[src/rtl/uart_rx_param_if.sv]
// Receive-side bundle: serial line in, FIFO head with valid/ready handshake and status out.
interface uart_rx_param_if;
  logic       uart_rx;
  logic [7:0] rx_data;
  logic [1:0] rx_err;
  logic       rx_valid;
  logic       rx_ready;
  logic       rx_overrun;
  logic       rx_busy;

  modport master (
    input  uart_rx, rx_ready,
    output rx_data, rx_err, rx_valid, rx_overrun, rx_busy
  );

  modport slave (
    output uart_rx, rx_ready,
    input  rx_data, rx_err, rx_valid, rx_overrun, rx_busy
  );
endinterface

[src/rtl/uart_rx_param.sv]
// UART receiver with configurable framing and optional parity (UART_RX_PARITY_EN); a frame enters the FIFO one cycle after its last stop sample.
// Consumer drains the FIFO head via rx_valid/rx_ready; a frame arriving to a full FIFO is dropped and flagged with rx_overrun.
module uart_rx_param #(
  parameter int CLK_DIV    = 434,
  parameter int DATA_BITS  = 8,
  parameter int STOP_BITS  = 1,
  parameter int PARITY_ODD = 0,
  parameter int FIFO_DEPTH = 4
) (
  input logic             clk,
  input logic             rst,
  uart_rx_param_if.master bus
);
  localparam int          AW        = $clog2(FIFO_DEPTH);
  localparam logic [15:0] HALF_CNT  = 16'(CLK_DIV / 2 - 1);
  localparam logic [15:0] FULL_CNT  = 16'(CLK_DIV - 1);
  localparam logic [3:0]  LAST_DATA = 4'(DATA_BITS - 1);
  localparam logic [3:0]  LAST_STOP = 4'(STOP_BITS - 1);
  localparam logic [AW:0] DEPTH_CNT = (AW + 1)'(FIFO_DEPTH);

  if (CLK_DIV < 16 || CLK_DIV > 65535 || DATA_BITS < 5 || DATA_BITS > 8 ||
      STOP_BITS < 1 || STOP_BITS > 2 || PARITY_ODD < 0 || PARITY_ODD > 1 ||
      FIFO_DEPTH < 2 || FIFO_DEPTH > 16 || (FIFO_DEPTH & (FIFO_DEPTH - 1)) != 0) begin : g_bad_cfg
    $error("uart_rx_param: parameter out of legal range");
  end

  typedef enum logic [2:0] {
    IDLE, START, DATA,
`ifdef UART_RX_PARITY_EN
    PAR,
`endif
    STOP, BRKWAIT
  } state_t;

  typedef struct packed {
    logic [1:0] err;
    logic [7:0] data;
  } rx_entry_t;

  state_t                 state;
  logic                   rx_meta, rxs, rxs_q;
  logic [15:0]            cnt;
  logic [3:0]             bit_cnt;
  logic [DATA_BITS-1:0]   shreg;
  logic [7:0]             data_ext;
  logic                   ferr, perr;
  logic                   wr_vld;
  rx_entry_t              wr_dat;

  rx_entry_t              mem [FIFO_DEPTH];
  rx_entry_t              head;
  logic [AW-1:0]          wr_ptr, rd_ptr;
  logic [AW:0]            count;
  logic                   fifo_vld, full, rd_fire, wr_fire, overrun_q;

  always_comb begin
    data_ext = '0;
    data_ext[DATA_BITS-1:0] = shreg;
  end

  always_ff @(posedge clk or posedge rst) begin
    if (rst) begin
      rx_meta <= 1'b1;
      rxs     <= 1'b1;
      rxs_q   <= 1'b1;
      state   <= IDLE;
      cnt     <= '0;
      bit_cnt <= '0;
      shreg   <= '0;
      ferr    <= 1'b0;
      perr    <= 1'b0;
      wr_vld  <= 1'b0;
      wr_dat  <= '0;
    end else begin
      rx_meta <= bus.uart_rx;
      rxs     <= rx_meta;
      rxs_q   <= rxs;
      wr_vld  <= 1'b0;
      case (state)
        IDLE: begin
          cnt <= '0;
          if (!rxs && rxs_q) begin
            state   <= START;
            bit_cnt <= '0;
            ferr    <= 1'b0;
            perr    <= 1'b0;
          end
        end
        START: begin
          if (cnt == HALF_CNT) begin
            cnt   <= '0;
            state <= rxs ? IDLE : DATA;
          end else begin
            cnt <= cnt + 16'd1;
          end
        end
        DATA: begin
          if (cnt == FULL_CNT) begin
            cnt   <= '0;
            shreg <= {rxs, shreg[DATA_BITS-1:1]};
            if (bit_cnt == LAST_DATA) begin
              bit_cnt <= '0;
`ifdef UART_RX_PARITY_EN
              state   <= PAR;
`else
              state   <= STOP;
`endif
            end else begin
              bit_cnt <= bit_cnt + 4'd1;
            end
          end else begin
            cnt <= cnt + 16'd1;
          end
        end
`ifdef UART_RX_PARITY_EN
        PAR: begin
          if (cnt == FULL_CNT) begin
            cnt   <= '0;
            perr  <= ((^shreg) ^ rxs) != 1'(PARITY_ODD);
            state <= STOP;
          end else begin
            cnt <= cnt + 16'd1;
          end
        end
`endif
        STOP: begin
          if (cnt == FULL_CNT) begin
            cnt <= '0;
            if (bit_cnt == LAST_STOP) begin
              // A low line here is either a bad stop bit or a break; wait it out.
              bit_cnt     <= '0;
              wr_vld      <= 1'b1;
              wr_dat.err  <= {perr, ferr | ~rxs};
              wr_dat.data <= data_ext;
              state       <= rxs ? IDLE : BRKWAIT;
            end else begin
              bit_cnt <= bit_cnt + 4'd1;
              ferr    <= ferr | ~rxs;
            end
          end else begin
            cnt <= cnt + 16'd1;
          end
        end
        BRKWAIT: begin
          cnt <= '0;
          if (rxs) state <= IDLE;
        end
        default: state <= IDLE;
      endcase
    end
  end

  assign fifo_vld = count != '0;
  assign full     = count == DEPTH_CNT;
  assign rd_fire  = fifo_vld & bus.rx_ready;
  // A read in the same cycle frees the slot, so a full FIFO still accepts the write.
  assign wr_fire  = wr_vld & (~full | rd_fire);

  always_ff @(posedge clk) begin
    if (wr_fire) mem[wr_ptr] <= wr_dat;
  end

  always_ff @(posedge clk or posedge rst) begin
    if (rst) begin
      wr_ptr    <= '0;
      rd_ptr    <= '0;
      count     <= '0;
      overrun_q <= 1'b0;
    end else begin
      if (wr_fire) wr_ptr <= wr_ptr + AW'(1);
      if (rd_fire) rd_ptr <= rd_ptr + AW'(1);
      case ({wr_fire, rd_fire})
        2'b10:   count <= count + (AW + 1)'(1);
        2'b01:   count <= count - (AW + 1)'(1);
        default: count <= count;
      endcase
      overrun_q <= wr_vld & ~wr_fire;
    end
  end

  assign head           = mem[rd_ptr];
  assign bus.rx_valid   = fifo_vld;
  assign bus.rx_data    = fifo_vld ? head.data : 8'h00;
  assign bus.rx_err     = fifo_vld ? head.err  : 2'b00;
  assign bus.rx_overrun = overrun_q;
  assign bus.rx_busy    = state != IDLE;
endmodule

[src/flat_wrapper.sv]
// flat-port wrapper written by rule: the top's interface ports become plain ports
module uart_rx_param_flat 
#(
  parameter int CLK_DIV    = 434,
  parameter int DATA_BITS  = 8,
  parameter int STOP_BITS  = 1,
  parameter int PARITY_ODD = 0,
  parameter int FIFO_DEPTH = 4
)
  (clk, rst, bus_uart_rx, bus_rx_ready, bus_rx_data, bus_rx_err, bus_rx_valid, bus_rx_overrun, bus_rx_busy);
  uart_rx_param_if bus_i ();
  input logic clk;
  input logic rst;
  input wire logic [$bits(bus_i.uart_rx)-1:0] bus_uart_rx;
  input wire logic [$bits(bus_i.rx_ready)-1:0] bus_rx_ready;
  output wire logic [$bits(bus_i.rx_data)-1:0] bus_rx_data;
  output wire logic [$bits(bus_i.rx_err)-1:0] bus_rx_err;
  output wire logic [$bits(bus_i.rx_valid)-1:0] bus_rx_valid;
  output wire logic [$bits(bus_i.rx_overrun)-1:0] bus_rx_overrun;
  output wire logic [$bits(bus_i.rx_busy)-1:0] bus_rx_busy;
  assign bus_i.uart_rx = bus_uart_rx;
  assign bus_i.rx_ready = bus_rx_ready;
  assign bus_rx_data = bus_i.rx_data;
  assign bus_rx_err = bus_i.rx_err;
  assign bus_rx_valid = bus_i.rx_valid;
  assign bus_rx_overrun = bus_i.rx_overrun;
  assign bus_rx_busy = bus_i.rx_busy;
  uart_rx_param #(.CLK_DIV(CLK_DIV), .DATA_BITS(DATA_BITS), .STOP_BITS(STOP_BITS), .PARITY_ODD(PARITY_ODD), .FIFO_DEPTH(FIFO_DEPTH)) u_core (.clk(clk), .rst(rst), .bus(bus_i));
endmodule
[config.mk]
export PLATFORM = sky130hd
export DESIGN_NAME = uart_rx_param_flat
export DESIGN_NICKNAME = d
export VERILOG_FILES = /design/src/rtl/uart_rx_param_if.sv /design/src/rtl/uart_rx_param.sv /design/src/flat_wrapper.sv
export SDC_FILE = /design/constraint.sdc
export NUM_CORES = 1
export LEC_CHECK = 0
export ABC_AREA = 0
export CAP_MARGIN = 40
export CORE_MARGIN = 10
export CORE_UTILIZATION = 53
export CTS_CLUSTER_SIZE = 25
export DETAILED_ROUTE_END_ITERATION = 12
export PLACE_DENSITY = 0.81
export SYNTH_ARGS = -nofsm -noshare
export SYNTH_HDL_FRONTEND = slang
export SYNTH_SLANG_ARGS = --single-unit
[constraint.sdc]
create_clock -name clk -period 4.58 [get_ports clk]
set_input_delay 0.458 -clock clk [delete_from_list [all_inputs] [get_ports clk]]
set_output_delay 0.458 -clock clk [all_outputs]
set_load 0.1 [all_outputs]
; Word-level counts from Yosys, hierarchy flattened
; Memories as Yosys holds them, arrays and structs flattened.
; Cells that the tools add are included.
[totals]
output_inout_bits = 13
mem_count = 1
in_bits = 4
ff_bits = 53
mem_bits_rw = 36
[memory_table]
columns = name, depth, width, rd, rd_clocked_by_memory_dff, wr, line
row1 = u_core.mem, 4, 9, 1, 0, 1, uart_rx_param.sv:50  ; rx_entry_t mem [FIFO_DEPTH];
[classes]
n_reduce_logical = 17
muxes = 31
bitwise_logic = 8
addsub = 6
eq_ne = 18
[ops]
columns = operator, count
row1 = one-hot mux 16 bit (3 select lines), 1
row2 = two-way mux 16 bit, 2
row3 = two-way mux 3 bit, 8
row4 = two-way mux 4 bit, 5
row5 = "adder 16 x 1 -> 16 bit, second input constant", 1
row6 = "equality test 16 x 8 -> 1 bit, second input constant", 1
row7 = "equality test 16 x 9 -> 1 bit, second input constant", 1
row8 = one-hot mux 3 bit (5 select lines), 1
row9 = "inequality test 2 x 1 -> 1 bit, second input constant", 7
row10 = one-hot mux 4 bit (3 select lines), 1
row11 = nonzero test 3 bit, 4
row12 = two-way mux 1 bit, 8
row13 = two-way mux 8 bit, 1
row14 = AND reduction 4 bit, 2
row15 = AND reduction 7 bit, 1
row16 = "equality test 3 x 2 -> 1 bit, second input constant", 2
row17 = "equality test 3 bit, second input constant", 2
row18 = one-hot mux 3 bit (2 select lines), 1
row19 = "adder 2 x 1 -> 2 bit, second input constant", 2
row20 = "adder 4 x 1 -> 4 bit, second input constant", 1
row21 = "equality test 4 x 3 -> 1 bit, second input constant", 1
row22 = logical NOT 4 bit, 1
row23 = two-way mux 2 bit, 2
row24 = nonzero test 2 bit, 2
row25 = 16 further kinds, 22

; Longest topological paths before layout
; Gate-level depths: netlist of run 1.
[logic_depth]
word_depth = 6
ltp_mapped = 8
mapped_depth_nobuf = 7

; Worst setup path before layout of run 1
; Ideal clock, no wire load.
[synth_timing]
path_type = reg-to-output
start = reg u_core.count[0]
end = out bus_rx_data[0]
slack_ns = 1.710
path_stages_with_launch = 4
t_arrival_ns = 2.412
required_ns = 4.122
cell_sequence = dfrtp_1 -> or3_1 -> clkbuf_1 -> and2_1
[synth_via]
elab_chain_len = 2
[synth_lines]
columns = item, line
row1 = "start, declared", uart_rx_param.sv:53  ; logic [AW:0] count;
row2 = "start signal, assigned", uart_rx_param.sv:173  ; 2'b10: count <= count + (AW + 1)'(1);
row3 = "start signal, assigned", uart_rx_param.sv:174  ; 2'b01: count <= count - (AW + 1)'(1);
row4 = "start signal, assigned", uart_rx_param.sv:175  ; default: count <= count;
row5 = nonzero test 3 bit, uart_rx_param.sv:153  ; assign fifo_vld = count != '0;
row6 = named net bus_rx_valid, flat_wrapper.sv:18  ; output wire logic [$bits(bus_i.rx_valid)-1:0] bus_rx_valid;
row7 = two-way mux 8 bit, uart_rx_param.sv:183  ; assign bus.rx_data = fifo_vld ? head.data : 8'h00;
row8 = "end, declared", flat_wrapper.sv:16  ; output wire logic [$bits(bus_i.rx_data)-1:0] bus_rx_data;
; The timed path passes the listed nets, and every way through them passes these cells.

; Final worst setup path of run 1
[layout_timing]
start = reg u_core.rd_ptr[0]
end = out bus_rx_data[6]
[layout_via]
elab_chain_len = 2
[layout_lines]
columns = item, line
row1 = "start, declared", uart_rx_param.sv:52  ; logic [AW-1:0] wr_ptr, rd_ptr;
row2 = "start signal, assigned", uart_rx_param.sv:171  ; if (rd_fire) rd_ptr <= rd_ptr + AW'(1);
row3 = memory (4 x 9 bit), -
row4 = two-way mux 8 bit, uart_rx_param.sv:183
; Every way passes these cells.

==> impl_metrics.csv, run 1 <==
group,metric,value,unit
placement,port-buffer-count,15,
layout,fin_nets,366,
timing,max_slew_margin,0.561,
clocking,h-tree-depth,3,
global_route,grt_first_pass_wirelength,12300,um
layout,n_fill_cell,572,
placement,gp_congestion,0.789,
layout,layout-drive-gt1-share,0.190,
clocking,cts_buffers,9,
synthesis,synth_edf_count,36,
clocking,cts-root-buf,"clkbuf_8",
layout,area_delta_synth_final,14.7,%
die,chipHeight,108,um
drt,initialDrtViolationCount,126,
synthesis,yosysWarningCount,0,
clocking,cts_resized,0,
global_route,grt_overflow_total,0,
critical_path,start_kind,"register",
die,row_count,32,
drt,drt-pass1-iter-count,4,
clocking,ctsHoldBuffers,0,
synthesis,synth-seq-cells,89,
critical_path,critical-path-max-stage-delay,750,ps
synthesis,seq_area_frac_synth,0.588,
power_and_ir_drop,total_power,2.36,mW
critical_path,critPathArrivalTime,2540,ps
critical_path,slowest_stage,"dfrtp_1",
die,fp.coreArea,0.00765,mm^2
clocking,clock_sinks,89,
timing,fin_crit,3000,ps
placement,dp_hpwl,5030,um
drt,postRouteAntennaNets,0,
power_and_ir_drop,clockPowerShare,0.213,
status,status,"finished clean",
min_path,hold_path_class,"register to register",
die,start_util,0.537,
timing,final-setup-viol-count,0,
global_route,grt_max_degree,54,
global_route,top_usage_layer,"met2",
synthesis,ys_top_cells_by_area,"dfrtp_1 (30%), edfxtp_1 (26%), mux4_2 (4.9%)",
synthesis,ys_types,56,
global_route,grt_use_met2,0.220,
timing,grt_setup_unrepaired,"no",
synthesis,avgSynthCellArea,12.7,um^2
synthesis,yosys.area.top_type_share,0.305,
global_route,grt_use_total,0.131,
critical_path,crit_chain,"mux4_2 -> and2_1 -> clkdlybuf4s50_1 -> buf_8",
global_route,grtUsageMet1,0.161,
power_and_ir_drop,comb_power_share,0.376,
synthesis,synth_area,0.00410,mm^2
global_route,antenna_found_initial,0,
critical_path,cp_max_fo,11,
timing,finalCritPeriodShare,0.655,
clocking,clock_latency,360,ps
timing,maxSlewViolCount,0,
critical_path,worstPathRequired,4120,ps
synthesis,async_flop_share,0.596,
power_and_ir_drop,max-vdd-ir-drop,0.000174,V
synthesis,syn_nets,338,
power_and_ir_drop,p_per_area,501,mW/mm^2
flow_run,drv_cap,0,
die,fp.dieW,108,um
power_and_ir_drop,p_int,1.44,mW
drt,routed_via_density,5.58,
die,dieArea,0.0117,mm^2
power_and_ir_drop,leakage,1.95,nW
drt,drc,0,
timing,max_freq,333,MHz
timing,hold_violations,0,
layout,num_antenna_cells,0,
clocking,clk_pin_slew_worst_paths,100,ps
drt,vias,2563,
die,ios,17,
power_and_ir_drop,p_sw,0.916,mW
power_and_ir_drop,pwr-share-seq,0.411,
placement,dp_cells,443,
clocking,cts_tree,"done",
synthesis,synth_top_area_cell,"dfrtp_1",
layout,fin_cells,459,
timing,worst_slew_pin_slew,659,ps
synthesis,ys.flop_type,"dfrtp_1",
timing,fin_worst_skew,12.5,ps
layout,final_cell_mix,"dfrtp_1 (50), edfxtp_1 (36), nor2_1 (24), nand2_1 (24), mux2_2 (17)",
global_route,grt_pass1_vias,2531,
timing,tns,0,ps
layout,layout_commonest_cell,"dfrtp_1",
clocking,post-cts-setup-buffers,0,
drt,post_drt_wl_per_cell,15.5,um
global_route,grt_use_met3,0.0286,
synthesis,netlist_instances,324,
critical_path,end_kind,"output port",
critical_path,worstPathBufferInverterCount,2,
clocking,clockBufferDepth,2,
drt,routed_wl,7130,um
critical_path,path_delay_family,"flip-flops",
power_and_ir_drop,switching_share,0.389,
critical_path,worstSetupPathType,"register to output port",
## worst paths after layout
kind / startpoint / endpoint / slack, ps / depth (start not counted)
max: u_core.rd_ptr[0] / bus_rx_data[6] / 1580 / 4
min: u_core.rx_meta / u_core.rxs / 360 / 0
max reg2reg: u_core.cnt[2] / u_core.wr_dat[7] / 2080 / 4
min reg2reg: u_core.rx_meta / u_core.rxs / 360 / 0
max in group asynchronous: rst / u_core.wr_dat[0] / 3540 / 3
min in group asynchronous: rst / u_core.count[1] / 590 / 3
## stage by stage
step	hold WS, ps	instance area [um^2]	setup slack [ps]	utilization
after floorplan	345	4100	1710	-
after global placement	350	4340	1700	0.568
after detailed placement	349	4520	1950	0.591
after CTS	362	4710	1530	0.615
after global routing	369	4710	1430	0.615
final	360	4710	1580	0.615
## power groups by stage
stage               Sequential (mW)  Clock (mW)  Combinational (mW)
floorplan                     0.930           0               0.640
global placement              0.981           0               0.722
detailed placement            0.986           0               0.892
CTS                           0.969       0.514               0.894
global route                  0.985       0.544               0.935
finish                        0.968       0.503               0.886
## flip-flops by register name (all words and copies together) (netlist names), 2 cells and up
name / count
u_core.bit_cnt: 4
u_core.cnt: 16
u_core.count: 3
u_core.data_ext: 8
u_core.mem: 36
u_core.rd_ptr: 2
u_core.state: 3
u_core.wr_dat: 9
u_core.wr_ptr: 2
## final cells by class
type	instances	area, um^2	share of cell area
multi-input combinational	210	1590	0.339
sequential	89	2410	0.512
inverter	14	52.6	0.0112
timing repair buffer	28	338	0.0718
tap	102	128	0.0271
clock buffer	9	124	0.0263
clock inverter	7	58.8	0.0125
## kinds of logic after synthesis
family	count (synthesis)	synth area share
fa+ha+maj	10	0.0323
compound gates	43	0.0723
mux	26	0.0960
simple gates	116	0.157
buf+inv	25	0.0241
other cells	1	0.000914
xor+xnor	14	0.0299
flops	89	0.588
## layer usage
metal	vias up	wire length (um)
met5	-	0
met4	0	59
met3	5	331
met2	57	3750
met1	1272	2990
li1	1229	-
## Yosys cell counts (4+ instances only)
library cell	instances
clkbuf_1	8
and2_1	14
o21ai_0	11
nand2_1	24
ha_1	9
nor2_1	24
mux2_2	17
nor3_1	5
nand2b_1	4
inv_1	14
nand4_1	6
nor2b_1	5
dfrtp_1	50
a21oi_1	5
mux4_2	9
or3_1	4
and3_1	5
nand3b_1	4
edfxtp_1	36
xnor2_1	9
nand3_1	7
xor2_1	5
(Power assumes the default switching activity.)
==> run 2, diff against run 1 <==
- PLACE_DENSITY: 0.81 -> 0.84
- clock period: 4.58 -> 2.5 ns (I/O delays scaled with it)
==> impl_metrics.csv, run 2 (synthesis gave the netlist of run 1 again) <==
group,metric,value,unit
die,fp.dieW,108,um
clocking,clockBufferDepth,2,
min_path,worstHoldEndpoint,"u_core.rx_meta",
clocking,cts_tree,"done",
clocking,clock_sinks,89,
critical_path,worstPathRequired,2740,ps
layout,largest_register_ffs,36,
drt,routed_wl,7510,um
layout,regMostFlops,"u_core.mem",
clocking,cts_resized,0,
layout,top_regs,"u_core.mem (36), u_core.cnt (16), u_core.wr_dat (9)",
critical_path,critPathArrivalTime,2600,ps
clocking,h-tree-depth,3,
critical_path,crit_chain,"or4_4 -> nor4_4 -> a32oi_1 -> or2_2 -> mux2_2",
global_route,grt_first_pass_wirelength,12800,um
critical_path,critical-path-max-stage-delay,590,ps
timing,maxSlewViolCount,0,
clocking,clock_latency,360,ps
layout,final_cell_mix,"dfrtp_1 (50), edfxtp_1 (36), nor2_1 (24), nand2_1 (24), mux2_2 (17)",
min_path,hold_path_class,"primary input to register",
placement,gp_congestion,0.837,
die,fp.coreArea,0.00765,mm^2
timing,hold_violations,0,
power_and_ir_drop,max-vdd-ir-drop,0.000389,V
timing,fin_worst_skew,12.4,ps
layout,n_fill_cell,570,
placement,dp_hpwl,5300,um
clocking,clk_pin_slew_worst_paths,90,ps
layout,layout-drive-gt1-share,0.218,
timing,fin_crit,2360,ps
critical_path,start_kind,"register",
power_and_ir_drop,leakage,2.00,nW
die,row_count,32,
critical_path,worstReg2RegEnd,"u_core.bit_cnt[0]",
global_route,grt_pass1_vias,2697,
drt,initialDrtViolationCount,193,
layout,fin_nets,363,
timing,max_slew_margin,0.560,
critical_path,end_kind,"register",
clocking,cts_buffers,9,
status,status,"finished clean",
timing,final-setup-viol-count,0,
drt,drc,0,
timing,finalCritPeriodShare,0.942,
power_and_ir_drop,total_power,3.59,mW
layout,seq_area,0.00241,mm^2
die,dieArea,0.0117,mm^2
timing,grt_setup_unrepaired,"no",
timing,tns,0,ps
critical_path,worstReg2RegStart,"u_core.cnt[2]",
drt,routed_via_density,5.69,
global_route,grt_max_degree,33,
clocking,ctsHoldBuffers,0,
clocking,post-cts-setup-buffers,0,
die,ios,17,
critical_path,worstSetupPathType,"register to register",
layout,layout_commonest_cell,"dfrtp_1",
critical_path,slowest_stage,"or4_4",
drt,drt-pass1-iter-count,4,
layout,area_delta_synth_final,14.5,%
power_and_ir_drop,p_per_area,763,mW/mm^2
critical_path,rr_worst_depth,5,
flow_run,drv_cap,0,
timing,holdWs,297,ps
layout,multi_input_area,0.00159,mm^2
timing,max_freq,424,MHz
global_route,grt_use_total,0.138,
min_path,holdPathStages,1,
drt,post_drt_wl_per_cell,16.5,um
placement,port-buffer-count,15,
die,start_util,0.537,
min_path,hold_start,"bus_uart_rx",
die,chipHeight,108,um
global_route,grt_overflow_total,0,
timing,worst_slew_pin_slew,659,ps
global_route,antenna_found_initial,0,
drt,vias,2593,
clocking,cts-root-buf,"clkbuf_8",
critical_path,cp_max_fo,6,
critical_path,r2r_setup_slack,140,ps
layout,num_antenna_cells,0,
drt,postRouteAntennaNets,0,
-- run 2: power breakdown --
part	internal, mW	switching (mW)	leakage [nW]
clock	0.481	0.548	0.103
combinational	0.330	0.491	0.797
sequential	1.60	0.136	1.10
-- run 2: worst max path at each step --
stage / start / to / slack (ps) / depth (start not counted)
CTS: u_core.cnt[2] / u_core.cnt[9] / 160 / 5
global route: u_core.cnt[13] / u_core.data_ext[6] / 60 / 5
detailed placement: u_core.cnt[13] / u_core.cnt[8] / 170 / 5
global placement: u_core.cnt[13] / u_core.cnt[14] / 250 / 5
finish: u_core.cnt[2] / u_core.bit_cnt[0] / 140 / 5
floorplan: u_core.count[0] / u_core.count[1] / 180 / 7
-- run 2: layout make-up --
| type | instances | share of cell area |
|---|---|---|
| flip-flops and latches | 89 | 0.513 |
| repair buffers | 25 | 0.0655 |
| clock inverters | 7 | 0.0178 |
| multi-input cells | 210 | 0.339 |
| clock buffers | 9 | 0.0264 |
| inverters | 14 | 0.0112 |
| well taps | 102 | 0.0271 |
-- run 2: critical path, delay by kind of cell (launching register included) --
family	cells	cell delay [ps]
AOI/OAI and AO/OA	1	190
DFF	1	450
muxes	1	280
and+or+nand+nor	3	1320
-- run 2: through the flow --
stage | cells | instance area [um^2] | util | setup WS, ps
6_report | 456 | 4700 | 0.615 | 144
5_1_grt | 456 | 4700 | 0.615 | 55.6
4_1_cts | 456 | 4700 | 0.615 | 156
3_5_place_dp | 440 | 4490 | 0.588 | 173
3_3_place_gp | 440 | 4490 | 0.588 | 248
2_1_floorplan | 324 | 4110 | - | 177
-- run 2: layer usage --
metal | track usage | wire length, um
met2 | 0.235 | 3890
met4 | 0.0725 | 167
met5 | 0 | 0
met3 | 0.0309 | 300
met1 | 0.160 | 3140
==> run 3, diff against run 2 <==
- ABC_AREA: 0 -> 1
==> impl_metrics.csv, run 3 <==
group,metric,value,unit
timing,maxSlewViolCount,0,
global_route,grt_first_pass_wirelength,13500,um
placement,port-buffer-count,15,
synthesis,netlist_instances,467,
power_and_ir_drop,p_per_area,666,mW/mm^2
clocking,clockBufferDepth,2,
timing,max_freq,447,MHz
critical_path,critPathArrivalTime,1990,ps
placement,gp_congestion,0.871,
synthesis,avgSynthCellArea,9.31,um^2
power_and_ir_drop,total_power,3.33,mW
critical_path,cp_max_fo,20,
drt,drc,0,
layout,top_regs,"u_core.mem (36), u_core.cnt (16), u_core.wr_dat (9)",
timing,hold_violations,0,
synthesis,yosysWarningCount,0,
critical_path,slowest_stage,"dfrtp_1",
synthesis,ys_types,36,
die,fp.coreArea,0.00785,mm^2
critical_path,end_kind,"output port",
clocking,cts_buffers,9,
synthesis,synth_most_common_cell,"nand2_1",
timing,final-setup-viol-count,0,
critical_path,worstSetupPathType,"register to output port",
drt,routed_via_density,5.09,
synthesis,seq_area_frac_synth,0.554,
layout,final_cell_mix,"nand2_1 (82), nor2_1 (76), inv_1 (58)",
critical_path,start_kind,"register",
die,ios,17,
global_route,grt_overflow_total,0,
synthesis,synth_top_area_cell,"dfrtp_1",
placement,dp_cells,582,
timing,grt_setup_unrepaired,"no",
die,row_count,32,
synthesis,ys_top_cells_by_area,"dfrtp_1 (29%), edfxtp_1 (25%), nand2_1 (7.2%)",
synthesis,synth_edf_count,36,
die,dieArea,0.0122,mm^2
clocking,clock_sinks,89,
global_route,grtUsageMet1,0.146,
drt,drt-pass1-iter-count,4,
timing,tns,0,ps
critical_path,r2r_setup_slack,740,ps
timing,fin_worst_skew,9.19,ps
critical_path,rr_worst_depth,11,
power_and_ir_drop,leakage,2.35,nW
timing,worst_slew_pin_slew,566,ps
placement,place_ws,589,ps
drt,routed_wl,7670,um
clocking,h-tree-depth,3,
flow_run,drv_cap,0,
drt,vias,3046,
die,start_util,0.554,
critical_path,worstReg2RegEnd,"u_core.count[2]",
global_route,grt_use_total,0.127,
clocking,cts_tree,"done",
global_route,grt_use_met3,0.0330,
drt,post_drt_wl_per_cell,12.8,um
synthesis,synth_area,0.00435,mm^2
timing,max_slew_margin,0.623,
global_route,top_usage_layer,"met2",
drt,postRouteAntennaNets,0,
clocking,cts-root-buf,"clkbuf_8",
synthesis,synthTopCellsByCount,"nand2_1 (83), nor2_1 (76), inv_1 (59)",
layout,layout_commonest_cell,"nand2_1",
layout,num_antenna_cells,0,
critical_path,worstPathRequired,2250,ps
global_route,antenna_found_initial,0,
clocking,clk_pin_slew_worst_paths,90,ps
layout,fin_cells,598,
layout,regMostFlops,"u_core.mem",
power_and_ir_drop,max-vdd-ir-drop,0.000717,V
critical_path,crit_chain,"inv_2 -> o21ai_0 -> a21oi_4 -> buf_12",
global_route,grt_pass1_vias,3044,
timing,setup_ws,260,ps
critical_path,setup.worst_path.start,"u_core.rd_ptr[0]",
die,fp.dieW,111,um
timing,fin_crit,2240,ps
layout,layout-drive-gt1-share,0.202,
status,status,"finished clean",
clocking,ctsHoldBuffers,0,
synthesis,ys.flop_type,"dfrtp_1",
layout,n_fill_cell,637,
global_route,grt_use_met2,0.222,
placement,dp_hpwl,5670,um
timing,finalCritPeriodShare,0.896,
critical_path,critical-path-max-stage-delay,710,ps
clocking,clock_latency,360,ps
critical_path,worstReg2RegStart,"u_core.count[0]",
die,chipHeight,111,um
synthesis,yosys.area.top_type_share,0.288,
global_route,grt_max_degree,33,
synthesis,syn_nets,481,
synthesis,synth-seq-cells,89,
clocking,post-cts-setup-buffers,0,
min_path,hold_path_class,"primary input to asynchronous set/reset pin",
layout,fin_nets,505,
synthesis,async_flop_share,0.596,
layout,area_delta_synth_final,15.1,%
layout,largest_register_ffs,36,
clocking,cts_resized,0,
drt,initialDrtViolationCount,134,
[run 3: final cells by class]
cell class | instances | area, um^2 | area share
Inverter | 70 | 267 | 0.0532
Clock buffer | 9 | 124 | 0.0247
Tap cell | 102 | 128 | 0.0255
Multi-Input combinational cell | 300 | 1720 | 0.343
Clock inverter | 7 | 70.1 | 0.0140
Sequential cell | 89 | 2410 | 0.482
Timing Repair Buffer | 21 | 290 | 0.0580
[run 3: critical path, delay by kind of cell, from the launching register on]
kind	cells	cell delay [ps]
DFF	1	710
buffers and inverters	2	420
AOI/OAI and AO/OA	2	500
[run 3: kinds of logic (layout without fill, tap and decap cells)]
logic type,Yosys count,count (layout),synth area share
compound gates,63,63,0.0929
other cells,1,1,0.000862
simple gates,217,217,0.229
xor+xnor,9,9,0.0181
flops,89,89,0.554
buf+inv,78,107,0.0745
fa+ha+maj,10,10,0.0305
[run 3: worst max-delay path by stage]
stage / end / slack, ps / depth (start not counted)
6_report: bus_rx_data[4] / 260 / 4
5_1_grt: bus_rx_data[7] / 80 / 4
4_1_cts: bus_rx_data[4] / 240 / 4
3_5_place_dp: u_core.count[2] / 590 / 10
3_3_place_gp: u_core.count[2] / 660 / 10
2_1_floorplan: bus_rx_data[0] / 350 / 4
[run 3: power breakdown]
group,switching [mW],internal [mW],total [mW]
sequential,0.0724,1.57,1.64
combinational,0.533,0.216,0.749
clock,0.551,0.388,0.939
total,1.16,2.18,3.33
[run 3: per-layer routing]
| metal | vias to the layer above | wire length, um |
|---|---|---|
| met5 | - | 0 |
| met2 | 63 | 3870 |
| met4 | 0 | 153 |
| met1 | 1432 | 3320 |
| met3 | 14 | 318 |
| li1 | 1537 | - |
[run 3: per-stage QoR]
| step | cell area (um^2) | util | hold WS, ps |
|---|---|---|---|
| floorplan | 4450 | - | 254 |
| global placement | 4810 | 0.613 | 346 |
| detailed placement | 4810 | 0.613 | 348 |
| CTS | 5010 | 0.638 | 247 |
| global route | 5010 | 0.638 | 263 |
| finish | 5010 | 0.638 | 238 |
